$ cat config.mk
export PLATFORM = sky130hd
export DESIGN_NAME = bus_ctl
export DESIGN_NICKNAME = d
export VERILOG_FILES = /design/src/rtl/bus_ctl_pkg.sv /design/src/rtl/bus_wdog.sv /design/src/rtl/bus_ctl.sv
export SDC_FILE = /design/constraint.sdc
export NUM_CORES = 1
export LEC_CHECK = 0
export CAP_MARGIN = 30
export CORE_AREA = 2 2 143 145
export DETAILED_ROUTE_END_ITERATION = 7
export DIE_AREA = 0 0 145 147
export PLACE_DENSITY = 0.51
export SETUP_SLACK_MARGIN = 0.15
export SLEW_MARGIN = 20
export SYNTH_ARGS = -nofsm -noshare
export SYNTH_HDL_FRONTEND = slang
export SYNTH_HIERARCHICAL = 1
export SYNTH_SLANG_ARGS = --single-unit
$ cat constraint.sdc
create_clock -name clk -period 3.35 [get_ports clk]
set_input_delay 0.335 -clock clk [delete_from_list [all_inputs] [get_ports clk]]
set_output_delay 0.335 -clock clk [all_outputs]
set_load 0.01 [all_outputs]
$ cat src/rtl/bus_ctl_pkg.sv
// Shared constants and types for the RISC5 bus controller and its watchdog.
package bus_ctl_pkg;

    localparam logic [31:0] ERR_DATA = 32'hDEADDEAD;

    localparam int ST_VALID     = 0;
    localparam int ST_CAUSE     = 1;
    localparam int ST_WE        = 2;
    localparam int ST_COUNT_LSB = 8;

    localparam logic CAUSE_UNMAPPED = 1'b0;
    localparam logic CAUSE_TIMEOUT  = 1'b1;

    typedef enum logic [1:0] {
        WD_IDLE = 2'd0,
        WD_WAIT = 2'd1,
        WD_ERR  = 2'd2
    } wd_state_e;

    function automatic logic [7:0] sat_inc8(input logic [7:0] v);
        return (v == 8'hFF) ? v : v + 8'd1;
    endfunction

endpackage

$ cat src/rtl/bus_wdog.sv
// Bus watchdog: counts cycles of an unacknowledged slave access and
// emits a one-cycle tmo pulse in the cycle the count reaches TMO.
module bus_wdog
    import bus_ctl_pkg::*;
#(
    parameter int TMO = 255
) (
    input  logic clk,
    input  logic rst_n,
    input  logic stb_i,
    input  logic ack_i,
    input  logic tmo_en_i,
    output logic tmo_o
);

    localparam int            CW    = (TMO < 1) ? 1 : $clog2(TMO + 1);
    localparam logic [CW-1:0] LIMIT = CW'(TMO);
    localparam logic [CW-1:0] ONE   = CW'(1);

    wd_state_e     state_q;
    logic [CW-1:0] cnt_q;

    // cnt_q holds the number of cycles already spent waiting, so the
    // transition into ERR lands exactly TMO cycles after the first strobe.
    always_ff @(posedge clk) begin
        if (!rst_n) begin
            state_q <= WD_IDLE;
            cnt_q   <= '0;
            tmo_o   <= 1'b0;
        end else begin
            tmo_o <= 1'b0;
            case (state_q)
                WD_IDLE: begin
                    if (stb_i && !ack_i && tmo_en_i) begin
                        if (LIMIT <= ONE) begin
                            state_q <= WD_ERR;
                            tmo_o   <= 1'b1;
                            cnt_q   <= '0;
                        end else begin
                            state_q <= WD_WAIT;
                            cnt_q   <= ONE;
                        end
                    end
                end
                WD_WAIT: begin
                    if (ack_i) begin
                        state_q <= WD_IDLE;
                        cnt_q   <= '0;
                    end else if (cnt_q + ONE == LIMIT) begin
                        state_q <= WD_ERR;
                        tmo_o   <= 1'b1;
                        cnt_q   <= '0;
                    end else begin
                        cnt_q <= cnt_q + ONE;
                    end
                end
                WD_ERR: begin
                    state_q <= WD_IDLE;
                    cnt_q   <= '0;
                end
                default: begin
                    state_q <= WD_IDLE;
                    cnt_q   <= '0;
                end
            endcase
        end
    end

endmodule

$ cat src/rtl/bus_ctl.sv
// RISC5 bus controller: address decode, slave read/ack mux, error completion
// of unmapped or hung accesses, and the fault status/address registers.
module bus_ctl
    import bus_ctl_pkg::*;
#(
    parameter int                NSLV      = 8,
    parameter int                AW        = 22,
    parameter logic [NSLV*AW-1:0] BASE     = '0,
    parameter logic [NSLV*AW-1:0] MASK     = '0,
    parameter logic [AW-1:0]     STAT_ADDR = AW'(22'h3FFFE0),
    parameter int                TMO       = 255
) (
    input  logic               clk,
    input  logic               rst_n,
    input  logic               m_stb,
    input  logic               m_we,
    input  logic [AW-1:0]      m_addr,
    input  logic [31:0]        m_dout,
    output logic [31:0]        m_din,
    output logic               m_ack,
    output logic               m_err,
    output logic [NSLV-1:0]    s_stb,
    input  logic [NSLV*32-1:0] s_dout,
    input  logic [NSLV-1:0]    s_ack,
    output logic               err_irq
);

    localparam int            IW        = (NSLV > 1) ? $clog2(NSLV) : 1;
    localparam logic [AW-1:0] FADR_ADDR = STAT_ADDR + AW'(1);

    logic [IW-1:0] sel_idx;
    logic          hit_any, internal, slv_hit, slv_sel;
    logic [31:0]   sel_dout;
    logic          sel_ack, slv_ack, tmo, tmo_fault, req_int;
    logic [31:0]   status_rd;

    logic          ack_q, ack_d, err_q, err_d;
    logic [31:0]   rd_q, rd_d;
    logic          valid_q, valid_d, cause_q, cause_d, we_q, we_d;
    logic [7:0]    count_q, count_d;
    logic [AW-1:0] faddr_q, faddr_d;

    logic          unused_dout;
    assign unused_dout = ^m_dout;

    // Scanning from the top down leaves the lowest hitting index selected.
    always_comb begin
        hit_any = 1'b0;
        sel_idx = '0;
        for (int i = NSLV - 1; i >= 0; i--) begin
            if ((m_addr & MASK[i*AW +: AW]) == BASE[i*AW +: AW]) begin
                hit_any = 1'b1;
                sel_idx = IW'(i);
            end
        end
    end

    assign internal = (m_addr == STAT_ADDR) || (m_addr == FADR_ADDR);
    assign slv_hit  = hit_any && !internal;
    assign slv_sel  = m_stb && slv_hit;

    always_comb begin
        s_stb    = '0;
        sel_dout = '0;
        sel_ack  = 1'b0;
        for (int i = 0; i < NSLV; i++) begin
            if (IW'(i) == sel_idx) begin
                s_stb[i] = slv_sel;
                sel_dout = s_dout[i*32 +: 32];
                sel_ack  = s_ack[i];
            end
        end
    end

    assign slv_ack = slv_sel && sel_ack;

    bus_wdog #(.TMO(TMO)) u_wdog (
        .clk      (clk),
        .rst_n    (rst_n),
        .stb_i    (slv_sel),
        .ack_i    (slv_ack),
        .tmo_en_i (TMO != 0),
        .tmo_o    (tmo)
    );

    // A slave ack arriving in the timeout cycle completes the access normally.
    assign tmo_fault = tmo && !slv_ack;
    assign req_int   = m_stb && !slv_hit && !ack_q;

    always_comb begin
        status_rd                          = '0;
        status_rd[ST_VALID]                = valid_q;
        status_rd[ST_CAUSE]                = cause_q;
        status_rd[ST_WE]                   = we_q;
        status_rd[ST_COUNT_LSB +: 8]       = count_q;
    end

    always_comb begin
        ack_d   = req_int;
        err_d   = req_int && !internal;
        rd_d    = rd_q;
        valid_d = valid_q;
        cause_d = cause_q;
        we_d    = we_q;
        count_d = count_q;
        faddr_d = faddr_q;
        if (req_int) begin
            if (!internal)
                rd_d = ERR_DATA;
            else if (m_addr == STAT_ADDR)
                rd_d = status_rd;
            else
                rd_d = 32'(faddr_q);
        end
        if (req_int && internal && m_we && (m_addr == STAT_ADDR)) begin
            valid_d = 1'b0;
            count_d = '0;
        end else if ((req_int && !internal) || tmo_fault) begin
            valid_d = 1'b1;
            cause_d = tmo_fault ? CAUSE_TIMEOUT : CAUSE_UNMAPPED;
            we_d    = m_we;
            faddr_d = m_addr;
            count_d = sat_inc8(count_q);
        end
    end

    always_ff @(posedge clk) begin
        if (!rst_n) begin
            ack_q   <= 1'b0;
            err_q   <= 1'b0;
            valid_q <= 1'b0;
            cause_q <= 1'b0;
            we_q    <= 1'b0;
            count_q <= '0;
            faddr_q <= '0;
        end else begin
            ack_q   <= ack_d;
            err_q   <= err_d;
            valid_q <= valid_d;
            cause_q <= cause_d;
            we_q    <= we_d;
            count_q <= count_d;
            faddr_q <= faddr_d;
        end
    end

    always_ff @(posedge clk) begin
        rd_q <= rd_d;
    end

    // Outputs are gated by rst_n so a reset in WAIT/ERR never completes the access.
    assign m_ack   = rst_n && (ack_q || slv_ack || tmo);
    assign m_err   = rst_n && ((ack_q && err_q) || tmo_fault);
    assign m_din   = !rst_n    ? 32'h0 :
                     ack_q     ? rd_q :
                     tmo_fault ? ERR_DATA :
                     slv_sel   ? sel_dout : 32'h0;
    assign err_irq = valid_q;

endmodule
# [Word level (Yosys, flattened, before mapping)]
# Cells that the tools add are included.
# Widths: inputs -> output; s select.
[classes] addsub=2 mul=0 n_div=0 magnitude_cmp=0 eq_ne=7 shifts=0 muxes=15 n_bitwise=5 reduce_logical=28
[op_table] cell="$mux 32" count=4
[op_table] cell="$eq 22x22->1 const B" count=2
[op_table] cell="$mux 8" count=3
[op_table] cell="$mux 22" count=1
[op_table] cell="$add 8x1->8 const B" count=2
[op_table] cell="$eq 8x8->1 const B" count=2
[op_table] cell="$pmux 8 s2" count=1
[op_table] cell="$logic_and 1x1->1" count=13
[op_table] cell="$mux 2" count=3
[op_table] cell="$reduce_and 2->1" count=3
[op_table] cell="$logic_or 1x1->1" count=5
[op_table] cell="$not 1->1" count=5
[op_table] cell="$pmux 2 s2" count=1
[op_table] cell="$reduce_or 2->1" count=2
[op_table] cell="$logic_not 1->1" count=3
[op_table] cell="$ne 3x2->1 const B" count=1
[op_table] cell="$reduce_or 3->1" count=1
[op_table] cell="$eq 2x1->1 const B" count=1
[op_table] cell="$logic_not 2->1" count=1
[op_table] cell="$mux 1" count=2
[op_table] cell="$ne 2x1->1 const B" count=1
[word_totals] reg_bits=78 latch_bits=0 mem_bits_rw=0 rom_bits=0 in_bits=322 output_inout_bits=43 word_cells=69 memories=0

# [Logic depth before layout (Yosys ltp)]
[logic_depth] depth_word=10 depth_mapped=10 depth_no_buf=9

# [Modules after synthesis]
# The synthesis kept the hierarchy.
[modules_own_cells] module="bus_ctl" n_inst=1 cells_each=358 area_each_um2=3069.2 seq_area_each_um2=1391.3
[modules_own_cells] module="bus_wdog" n_inst=1 cells_each=68 area_each_um2=584.3 seq_area_each_um2=220.2

# [Worst setup path after synthesis]
# OpenSTA, ideal clock, no wires.
[synth_timing] path_kind="input port to flip-flop" start="in m_addr[1]" end="reg rd_q[0], enable pin" setup_ps=404 arrival_ps=2398 required_ps=2946 path_slack_ps=549 cell_stages=6 path_buffers=1 path_cell_list="or4b_4 nor2_1 and3_1 inv_1 clkbuf_1 nor2_1"
[synth_via] elab_chain_cells=4 elab_cells_between_ends=5 classes_between="2 x eq/ne; 3 x reduce/logical"
[synth_rtl] element="start: declaration" line_no="bus_ctl.sv:17" text="input logic [AW-1:0] m_addr,"
[synth_rtl] element="$eq 22x22->1" line_no="bus_ctl.sv:58" text="assign internal = (m_addr == STAT_ADDR) || (m_addr == FADR_ADDR);"
[synth_rtl] element="$logic_or 1x1->1 (*)" line_no="bus_ctl.sv:58"
[synth_rtl] element="$logic_and 1x1->1 (*) (2 in series)" line_no="bus_ctl.sv:88" text="assign req_int = m_stb && !slv_hit && !ack_q;"
[synth_rtl] element="via ack_d" line_no="bus_ctl.sv:37" text="logic ack_q, ack_d, err_q, err_d;"
[synth_rtl] element="end signal: assignment" line_no="bus_ctl.sv:148" text="rd_q <= rd_d;"
[synth_rtl] element="end: declaration" line_no="bus_ctl.sv:38" text="logic [31:0] rd_q, rd_d;"
# Mark *: on every way through the listed nets, which the timed path passes. The rest lies on a longest branch.
# A chain may end at the register's enable or synchronous reset.

# [Final worst setup path]
[layout_timing] start="in m_addr[1]" end="out m_din[5]"
[layout_via] elab_chain_cells=10 elab_cells_between_ends=12 classes_between="2 x eq/ne; 4 x mux; 6 x reduce/logical"
[layout_rtl] element="$eq 22x22->1" line_no="bus_ctl.sv:58"
[layout_rtl] element="$logic_or 1x1->1 (*)" line_no="bus_ctl.sv:58"
[layout_rtl] element="$logic_not 1->1 (*)" line_no="bus_ctl.sv:59" text="assign slv_hit = hit_any && !internal;"
[layout_rtl] element="$logic_and 1x1->1 (*)" line_no="bus_ctl.sv:60" text="assign slv_sel = m_stb && slv_hit;"
[layout_rtl] element="$logic_and 1x1->1" line_no="bus_ctl.sv:75" text="assign slv_ack = slv_sel && sel_ack;"
[layout_rtl] element="$logic_not 1->1" line_no="bus_ctl.sv:87" text="assign tmo_fault = tmo && !slv_ack;"
[layout_rtl] element="$logic_and 1x1->1" line_no="bus_ctl.sv:87"
[layout_rtl] element="$mux 32 (*)" line_no="bus_ctl.sv:156" text="tmo_fault ? ERR_DATA :"
[layout_rtl] element="$mux 32 (*)" line_no="bus_ctl.sv:155" text="ack_q ? rd_q :"
[layout_rtl] element="$mux 32 (*)" line_no="bus_ctl.sv:154" text="assign m_din = !rst_n ? 32'h0 :"
[layout_rtl] element="end: declaration" line_no="bus_ctl.sv:19" text="output logic [31:0] m_din,"
# Mark *: on every way between the ends. The rest lies on a longest branch, timed or not.

==> reports/metrics.cfg <==
[drt]
num_vias = 3313
detail_route.wl_per_cell_um = 13.5
remaining_drc_errors = 0
final_antenna_net_count = 0
wl_um = 10800
routed_via_density = 4.15
dr.pass1.iters = 4
drt_iter0_drc = 179

[timing]
finalSetupViolCount = 0
timing.fmax_mhz = 334
hold_ws_ps = 453
drv_slew = 0
finalCritPeriodShare_pct = 89.4
max_slew_margin_pct = 55.5
rsz0062_at_grt = false
hold_viol_final = 0
tightest_slew_ps = 661
period_needed_ps = 2990
skew_ps = 7.59
fin_tns_setup_ps = 0

[die]
ios = 365
core_sq_um = 19800
rows = 52
die_height_um = 147
die_x_um = 145
dieArea_sq_um = 21300
start_util_pct = 18.4

[worst_setup_path]
cp.arrival_ps = 2660
crit_path_start_kind = input port
required_ps = 3010
path_class = in2out
critPathMaxFanout = 21
end_kind = output port

[placed_design]
io_buffers = 94
place.gp.congestion = 0.785
detailed_place_hpwl_um = 8260

[power_and_ir_drop]
powerDensity_nw_per_um2 = 399
leakage_nw = 2.01
vdd_ir_drop_max_mv = 0.198

[clock_network]
clock_latency_ps = 330
cts.path.max_buffers = 2
clockRootBuffer = clkbuf_16
htree_levels = 3
cts_tree = done
clkSinkCount = 69
path_clk_slew_ps = 50
numCtsBuffers = 9

[global_routing]
grt_pass1_vias = 3207
grt-ovfl-total = 0
grt_util_all_layers_pct = 9.98
grt_antenna_before_repair = 0
grt_pass1_wl_um = 16900
grt_max_degree = 46

[logic_synthesis]
ys_seq_area_share_pct = 44.1
synth-seq-cells = 69
synth_top_area_share_pct = 25.2
synth_cell_types = 53
synth_area_leaders = dfxtp_1 25%, edfxtp_1 19%, nand2_1 11%
synth_warnings = 6
syn_area_sq_um = 3650
syn_area_per_cell_sq_um = 8.58
ys.flop_type = dfxtp_1
yosys.area.top_type = dfxtp_1
async_flop_share_pct = 0
synth_cells = 426
synth-edff-count = 23

[job]
maxCapViolations = 0

[layout]
layout.nets = 849
drive_gt1_share_pct = 9.07
syn_to_final_growth_pct = 44.3
antenna_cells = 0
fillers = 2145

[run_status]
status = completed

[hold_path]
hp-class = reg2reg

[cell usage in the layout, fill, tap and decap left out, types with 9 or more instances in the layout]
cell,count
nand2_1,103
clkdlybuf4s50_1,69
dfxtp_1,46
mux2i_1,33
a21oi_1,28
edfxtp_1,23
dlygate4sd2_1,22
o21ai_0,21
buf_4,19
nor2_1,16
and3_1,12
nand3_1,11
nor2b_1,11
inv_1,9
conb_1,9
clkbuf_16,9
[per-layer routing]
layer  global-route usage (%)  vias to the layer above  wire length (um)
li1                         -                     1681                 -
met4                     3.37                        0               127
met2                     14.6                      110              4550
met1                     14.2                     1514              5450
met3                     2.67                        8               625
met5                        0                        -                 0
[Yosys cell counts, types with 2 or more instances]
| master | instances |
|---|---|
| and3_1 | 12 |
| a32oi_1 | 8 |
| dfxtp_1 | 46 |
| o31ai_1 | 2 |
| a21oi_1 | 29 |
| ha_1 | 3 |
| o21a_1 | 2 |
| mux2i_1 | 33 |
| or3_1 | 3 |
| nor2_1 | 17 |
| inv_1 | 9 |
| conb_1 | 2 |
| and2_1 | 4 |
| edfxtp_1 | 23 |
| o211ai_1 | 2 |
| nor2b_1 | 11 |
| clkbuf_1 | 22 |
| nand4_1 | 7 |
| nand2b_1 | 4 |
| buf_2 | 2 |
| nand3_1 | 11 |
| nor3_1 | 3 |
| buf_4 | 11 |
| nand2_1 | 103 |
| a21boi_0 | 4 |
| xnor2_1 | 2 |
| a31oi_1 | 5 |
| o21ai_0 | 21 |
[final cells by class]
cell class	instances	area, sq um	share of cell area [%]
multi-input cells	319	1870	35.4
flip-flops and latches	69	1610	30.6
repair buffers	115	1100	20.8
well taps	270	338	6.41
clock buffers	10	229	4.34
clock inverters	6	95.1	1.80
inverters	10	37.5	0.712
[power breakdown]
part / internal, mW / switching (mW)
logic: 0.118 / 0.100
clock network: 0.659 / 0.361
registers: 0.862 / 0.00181
total: 1.64 / 0.463
[final timing paths]
kind,from,to,slack (ps),cells after the start
worst max register to register,u_wdog/cnt_q[1]$_SDFFE_PN0P_,u_wdog/cnt_q[5]$_SDFFE_PN0P_,1280,6
worst min-delay path,faddr_q[17]$_SDFFE_PN0P_,faddr_q[17]$_SDFFE_PN0P_,450,2
worst max-delay path,m_addr[1],m_din[5],360,9
worst min register to register,faddr_q[17]$_SDFFE_PN0P_,faddr_q[17]$_SDFFE_PN0P_,450,2
[critical path, cell delays in order]
cell and delay [ps]:
clkdlybuf4s50_1 420, or4b_4 570, nor4_4 260, buf_4 180, a21bo_4 170, a21oi_2 90, buf_12 180, a21oi_1 140
dlygate4sd2_1 310
[per-stage QoR]
stage | cells | instance area [sq um] | utilization (%) | power, mW | setup slack, ps
after detailed placement | 783 | 4970 | 25.1 | 1.11 | 60.9
final | 799 | 5270 | 26.6 | 2.10 | 356
after global routing | 799 | 5270 | 26.6 | 2.19 | 201
after CTS | 799 | 5270 | 26.5 | 2.13 | 165
after floorplan | 433 | 3680 | - | 0.977 | 549
after global placement | 783 | 4970 | 25.1 | 1.11 | 53.9
[state kept, by name (all words and copies together) (netlist names)]
name and count:
count_q 8, rd_q 23, u_wdog/tmo_o 1, we_q 1, err_irq 1, err_q 1, ack_q 1, u_wdog/cnt_q 8
u_wdog/state_q 2, cause_q 1, faddr_q 22
[what timing repair did]
action	in CTS	in global routing
hold buffers	0	0
setup buffers	0	0
gates resized for setup	22	2
setup endpoints to repair	22	2
[cell families after synthesis]
| kind of cell | after synthesis | share of synthesized area (%) |
|---|---|---|
| and+or+nand+nor | 185 | 24.1 |
| AOI/OAI and AO/OA | 86 | 15.0 |
| DFF | 69 | 44.1 |
| buffers and inverters | 45 | 5.82 |
| muxes | 33 | 9.04 |
| adders and majority gates | 3 | 1.03 |
| xor gates and xnor gates | 3 | 0.719 |
| other | 2 | 0.206 |
(Power assumes the default switching activity.)
